### src/rtl/gcd_control_path.sv
`default_nettype none
// ============================================================================
//  Module   : gcd_control_path (with gcd_datapath, gcd_controller)
//  Purpose  : Iterative greatest-common-divisor engine. The two operands
//             arrive on one bus in consecutive cycles. Their GCD is found by
//             repeated subtraction and then held with done asserted.
//
//  Ports (gcd_control_path):
//    clock    in   1      rising-edge clock
//    reset    in   1      asynchronous, active-high; clears all state
//    start    in   1      level request; A is captured when IDLE sees it
//                         high, B on the next edge; hold high to keep the
//                         result, drop low to return to IDLE
//    data_in  in   WIDTH  operand bus (A, then B on the following cycle)
//    done     out  1      result valid (Moore, decoded from state)
//    a_out    out  WIDTH  A register; equals the GCD while done = 1
//    lt/gt/eq out  1      A<B, A>B, A==B of the current registers
//
//  Revision : 1.0  initial release
// ============================================================================

// ----------------------------------------------------------------------------
//  gcd_datapath : A/B registers, subtractors and comparators.
// ----------------------------------------------------------------------------
module gcd_datapath #(
    parameter int WIDTH = 16
) (
    input  logic             clock,
    input  logic             reset,
    input  logic [WIDTH-1:0] data_in,
    input  logic             load_a,    // A <= data_in
    input  logic             load_b,    // B <= data_in
    input  logic             a_from_b,  // A <= B (A was zero)
    input  logic             a_sub,     // A <= A - B
    input  logic             b_sub,     // B <= B - A
    output logic [WIDTH-1:0] a_out,
    output logic             a_zero,
    output logic             b_zero,
    output logic             lt,
    output logic             gt,
    output logic             eq
);

    logic [WIDTH-1:0] r_a;
    logic [WIDTH-1:0] r_b;
    logic [WIDTH-1:0] w_a_minus_b;
    logic [WIDTH-1:0] w_b_minus_a;

    // The controller only selects a subtraction whose minuend is the larger
    // register, so these never wrap when their result is actually used.
    assign w_a_minus_b = r_a - r_b;
    assign w_b_minus_a = r_b - r_a;

    always_ff @(posedge clock or posedge reset) begin
        if (reset) begin
            r_a <= '0;
        end else if (load_a) begin
            r_a <= data_in;
        end else if (a_from_b) begin
            r_a <= r_b;
        end else if (a_sub) begin
            r_a <= w_a_minus_b;
        end
    end

    always_ff @(posedge clock or posedge reset) begin
        if (reset) begin
            r_b <= '0;
        end else if (load_b) begin
            r_b <= data_in;
        end else if (b_sub) begin
            r_b <= w_b_minus_a;
        end
    end

    // Status is purely combinational on the registers, so it tracks every
    // edge without an extra cycle of delay.
    assign a_out  = r_a;
    assign a_zero = (r_a == '0);
    assign b_zero = (r_b == '0);
    assign lt     = (r_a <  r_b);
    assign gt     = (r_a >  r_b);
    assign eq     = (r_a == r_b);

endmodule

// ----------------------------------------------------------------------------
//  gcd_controller : IDLE -> LOADB -> CALC (loop) -> DONE -> IDLE
// ----------------------------------------------------------------------------
module gcd_controller (
    input  logic clock,
    input  logic reset,
    input  logic start,
    input  logic a_zero,
    input  logic b_zero,
    input  logic gt,
    input  logic eq,
    output logic load_a,
    output logic load_b,
    output logic a_from_b,
    output logic a_sub,
    output logic b_sub,
    output logic done
);

    typedef enum logic [1:0] {
        ST_IDLE  = 2'd0,
        ST_LOADB = 2'd1,
        ST_CALC  = 2'd2,
        ST_DONE  = 2'd3
    } state_t;

    state_t r_state;
    state_t w_next_state;

    always_ff @(posedge clock or posedge reset) begin
        if (reset) begin
            r_state <= ST_IDLE;
        end else begin
            r_state <= w_next_state;
        end
    end

    always_comb begin
        w_next_state = r_state;
        load_a       = 1'b0;
        load_b       = 1'b0;
        a_from_b     = 1'b0;
        a_sub        = 1'b0;
        b_sub        = 1'b0;
        done         = 1'b0;

        case (r_state)
            ST_IDLE: begin
                if (start) begin
                    load_a       = 1'b1;
                    w_next_state = ST_LOADB;
                end
            end

            ST_LOADB: begin
                load_b       = 1'b1;
                w_next_state = ST_CALC;
            end

            ST_CALC: begin
                // Zero checks come first: with a zero operand the
                // subtraction loop would never converge.
                if (b_zero) begin
                    w_next_state = ST_DONE;
                end else if (a_zero) begin
                    a_from_b     = 1'b1;
                    w_next_state = ST_DONE;
                end else if (eq) begin
                    w_next_state = ST_DONE;
                end else if (gt) begin
                    a_sub        = 1'b1;
                end else begin
                    b_sub        = 1'b1;
                end
            end

            ST_DONE: begin
                done = 1'b1;
                if (!start) begin
                    w_next_state = ST_IDLE;
                end
            end

            default: begin
                w_next_state = ST_IDLE;
            end
        endcase
    end

endmodule

// ----------------------------------------------------------------------------
//  gcd_control_path : top level, controller plus datapath.
// ----------------------------------------------------------------------------
module gcd_control_path #(
    parameter int WIDTH = 16
) (
    input  logic             clock,
    input  logic             reset,
    input  logic             start,
    input  logic [WIDTH-1:0] data_in,
    output logic             done,
    output logic [WIDTH-1:0] a_out,
    output logic             lt,
    output logic             gt,
    output logic             eq
);

    logic w_load_a;
    logic w_load_b;
    logic w_a_from_b;
    logic w_a_sub;
    logic w_b_sub;
    logic w_a_zero;
    logic w_b_zero;

    gcd_controller u_ctrl (
        .clock    (clock),
        .reset    (reset),
        .start    (start),
        .a_zero   (w_a_zero),
        .b_zero   (w_b_zero),
        .gt       (gt),
        .eq       (eq),
        .load_a   (w_load_a),
        .load_b   (w_load_b),
        .a_from_b (w_a_from_b),
        .a_sub    (w_a_sub),
        .b_sub    (w_b_sub),
        .done     (done)
    );

    gcd_datapath #(
        .WIDTH (WIDTH)
    ) u_dp (
        .clock    (clock),
        .reset    (reset),
        .data_in  (data_in),
        .load_a   (w_load_a),
        .load_b   (w_load_b),
        .a_from_b (w_a_from_b),
        .a_sub    (w_a_sub),
        .b_sub    (w_b_sub),
        .a_out    (a_out),
        .a_zero   (w_a_zero),
        .b_zero   (w_b_zero),
        .lt       (lt),
        .gt       (gt),
        .eq       (eq)
    );

endmodule
`default_nettype wire

### config.mk
export PLATFORM = sky130hd
export DESIGN_NAME = gcd_control_path
export DESIGN_NICKNAME = d
export VERILOG_FILES = /design/src/rtl/gcd_control_path.sv
export SDC_FILE = /design/constraint.sdc
export NUM_CORES = 1
export LEC_CHECK = 0
export ABC_AREA = 1
export BUFFER_PORTS_ARGS = -buffer_cell sky130_fd_sc_hd__buf_2
export CAP_MARGIN = 25
export CORE_UTILIZATION = 35
export DETAILED_ROUTE_END_ITERATION = 6
export PLACE_DENSITY = 0.51
export SLEW_MARGIN = 20
export SYNTH_ARGS = -nofsm -noshare
export SYNTH_HDL_FRONTEND = slang
export SYNTH_SLANG_ARGS = --single-unit
### constraint.sdc
create_clock -name clock -period 2.5 [get_ports clock]
set_clock_uncertainty 0.2 [all_clocks]
set_input_delay 0.75 -clock clock [delete_from_list [all_inputs] [get_ports clock]]
set_output_delay 0.75 -clock clock [all_outputs]
set_load 0.01 [all_outputs]
==> results.py <==
metrics = {
    "die": {
        "row_count": 38,
        "coreArea_um2": 11100,
        "fp.dieH_um": 110,
        "dieArea_um2": 12000,
        "initial_core_util_pct": 36.6,
        "io-pin-count": 39,
        "die_w_um": 110,
    },
    "clock_network": {
        "cts.sinks": 34,
        "cts_tree": "yes",
        "htree_levels": 2,
        "cts-buffers-inserted": 5,
        "path_clk_slew_ns": 0.06,
        "hold_buffers": 0,
        "clk_path_buf_depth": 2,
        "cts-root-buf": "clkbuf_16",
        "clk_latency_ns": 0.29,
    },
    "critical_path": {
        "crit_end": "gt",
        "r2r_cells": 18,
        "crit_cells": 13,
        "cp_cell_sequence": "inv_1 -> ha_2 -> fa_2 -> inv_2 -> nand2_2 -> nand2_4 -> nand2_4 -> nand2_4 -> nand2_4 -> nand2_4 -> inv_6 -> nor2_4 -> buf_6",
        "worstSetupStartpoint": "u_dp.a_out[0]",
        "cp_slowest_cell": "fa_2",
        "r2r_slack_ns": -0.04,
        "slowest_delay_ns": 0.40,
        "cp_common_cell": "nand2_4",
        "crit_family": "adder cells",
        "crit_type": "flop to primary output",
        "r2r-start": "u_dp.a_out[0]",
        "worstSetupStartpointType": "flop",
        "r2r-end": "u_dp.r_b[4]",
        "cp.required_ns": 1.55,
        "crit_arrival_ns": 2.01,
        "crit_fanout": 3,
        "critPathBufInv": 4,
        "critPathCaptureType": "primary output",
    },
    "synth": {
        "synth_edf_count": 0,
        "syn_area_um2": 4060,
        "synthCells": 666,
        "syn_area_per_cell_um2": 6.09,
        "synthArstFlopShare_pct": 100,
        "synthTopCellsByArea": "nand2_1 (24%), dfrtp_1 (21%), ha_1 (11%), inv_1 (9.5%), nand3_1 (7.2%)",
        "ys_warn_count": 0,
        "synth.largest_area_cell": "nand2_1",
        "synth_cell_types": 35,
        "yosysTopAreaCellShare_pct": 24.0,
        "ys_ff_latch": 34,
        "ys_seq_area_share_pct": 21.0,
        "synth.net_count": 723,
        "ys.flop_type": "dfrtp_1",
    },
    "outcome": {
        "violations": "setup timing",
        "status": "finished with violations",
    },
    "drt": {
        "detail-route-antenna-nets": 0,
        "vias_per_cell": 4.83,
        "drtIter0Drc": 250,
        "drc": 0,
        "num_vias": 4477,
        "firstDrtPassIters": 4,
        "wl_um": 14400,
        "avgRoutedWirePerCell_um": 15.5,
    },
    "timing": {
        "setup_slack_ns": -0.462,
        "finalSetupViolCount": 12,
        "rsz0062_at_grt": "yes",
        "fmax_ghz": 0.338,
        "period_share_pct": 118,
        "relSlewSlack_pct": 66.4,
        "slew_viol_final": 0,
        "hold_violations": 0,
        "setup-tns-final_ns": -1.29,
        "period_needed_ns": 2.96,
        "worst_pin_slew_ns": 0.505,
    },
    "grt": {
        "grt_max_degree": 35,
        "grt_usage_pct": 25.6,
        "first_global_vias": 4476,
        "grt_pass1_wl_um": 22700,
        "grt-ovfl-total": 0,
        "antenna_found_initial": 0,
    },
    "cells_and_area": {
        "layout_common_cells": "nand2_1 (246), inv_1 (98), buf_4 (80)",
        "syn_to_final_growth_pct": 36.7,
        "drive_gt1_share_pct": 29.4,
        "final_common_cell": "nand2_1",
        "final_util_pct": 50.0,
        "fin_nets": 843,
        "diodes": 0,
    },
    "min_path": {
        "min_path_type": "primary input to async pin",
    },
    "placed_design": {
        "dp_hpwl_um": 10900,
        "io_buffers": 38,
        "gp_congestion": 0.938,
    },
    "run": {
        "cap_viol_max_count": 0,
    },
}
[cell usage after synthesis (2+ instances only)]
cell type and count:
a21boi_0 4, a21o_1 3, a21oi_1 26, buf_2 2, buf_6 6, clkbuf_1 5, clkinv_1 2, dfrtp_1 34
fa_1 2, ha_1 36, inv_1 103, inv_2 10, nand2_1 259, nand2_2 12, nand2_4 5, nand3_1 58
nand4_1 4, nor2_1 40, nor2_2 5, nor2_4 5, nor3_1 2, o211ai_2 2, o21ai_0 13, o21ai_2 9
xor2_1 9
[worst register-to-register path, stage by stage (launching register included)]
cell     delay (ns)
dfrtp_1        0.35
inv_1          0.05
ha_2           0.19
fa_2           0.40
inv_2          0.08
nand2_2        0.07
nand2_4        0.09
nand2_4        0.06
nand2_4        0.09
nand2_4        0.05
nand2_4        0.09
inv_6          0.04
buf_4          0.12
buf_6          0.11
nand2_8        0.09
nor2_4         0.06
buf_12         0.16
nand2_2        0.07
nand3_2        0.06
[through the flow]
step                hold slack (ns)  setup WS (ns)  std cells  instance area, µm²
floorplan                     0.295         -0.103        666                4070
CTS                           0.370         -0.428        923                5300
detailed placement            0.350         -0.129        901                4880
global route                  0.411         -0.578        927                5540
finish                        0.370         -0.462        927                5540
global placement              0.338        -0.0912        901                4880
[area by class of cell]
class | instances | area, µm²
Fill cell | 1162 | 5540
Multi-Input combinational cell | 503 | 2990
Timing Repair Buffer | 126 | 920
Sequential cell | 34 | 851
Inverter | 116 | 455
Tap cell | 140 | 175
Clock buffer | 7 | 143
Clock inverter | 1 | 5.00
[state kept, by name (all words and copies together), names as in the netlist]
name            flops
u_ctrl.r_state      2
u_dp.a_out         16
u_dp.r_b           16
[timing repair]
item / in CTS / in global routing
buffers inserted: 14 / 10
pin swaps: 4 / 17
resized for setup: 22 / 47
setup endpoints to repair: 8 / 30
cloned: 0 / 1
[kinds of logic after synthesis]
family	count (synthesis)	synth area share, %
simple gates	393	42.0
buf+inv	130	13.4
compound gates	61	9.38
fa+ha+maj	38	12.1
flops	34	21.0
xor+xnor	10	2.16
[per-layer routing]
metal	share of wire (%)	GRT usage [%]	up-vias
met2	46	41.1	76
li1	-	-	2275
met1	49	35.0	2105
met4	2.5	10.1	0
met5	0	0	-
met3	2.5	3.08	21
[how the worst min path moves through the flow]
stage	start	endpoint	slack [ns]
after detailed placement	u_dp.r_b[9]	u_dp.r_b[9]	0.35
final	reset	u_ctrl.r_state[1]	0.37
after global routing	reset	u_dp.r_b[8]	0.41
after global placement	u_dp.r_b[9]	u_dp.r_b[9]	0.34
after CTS	u_dp.r_b[15]	u_dp.r_b[15]	0.37
after floorplan	u_dp.r_b[7]	u_dp.r_b[7]	0.29
Power is not shown: default switching activity piles up to over one toggle a cycle in this logic, so the estimate is an artifact.
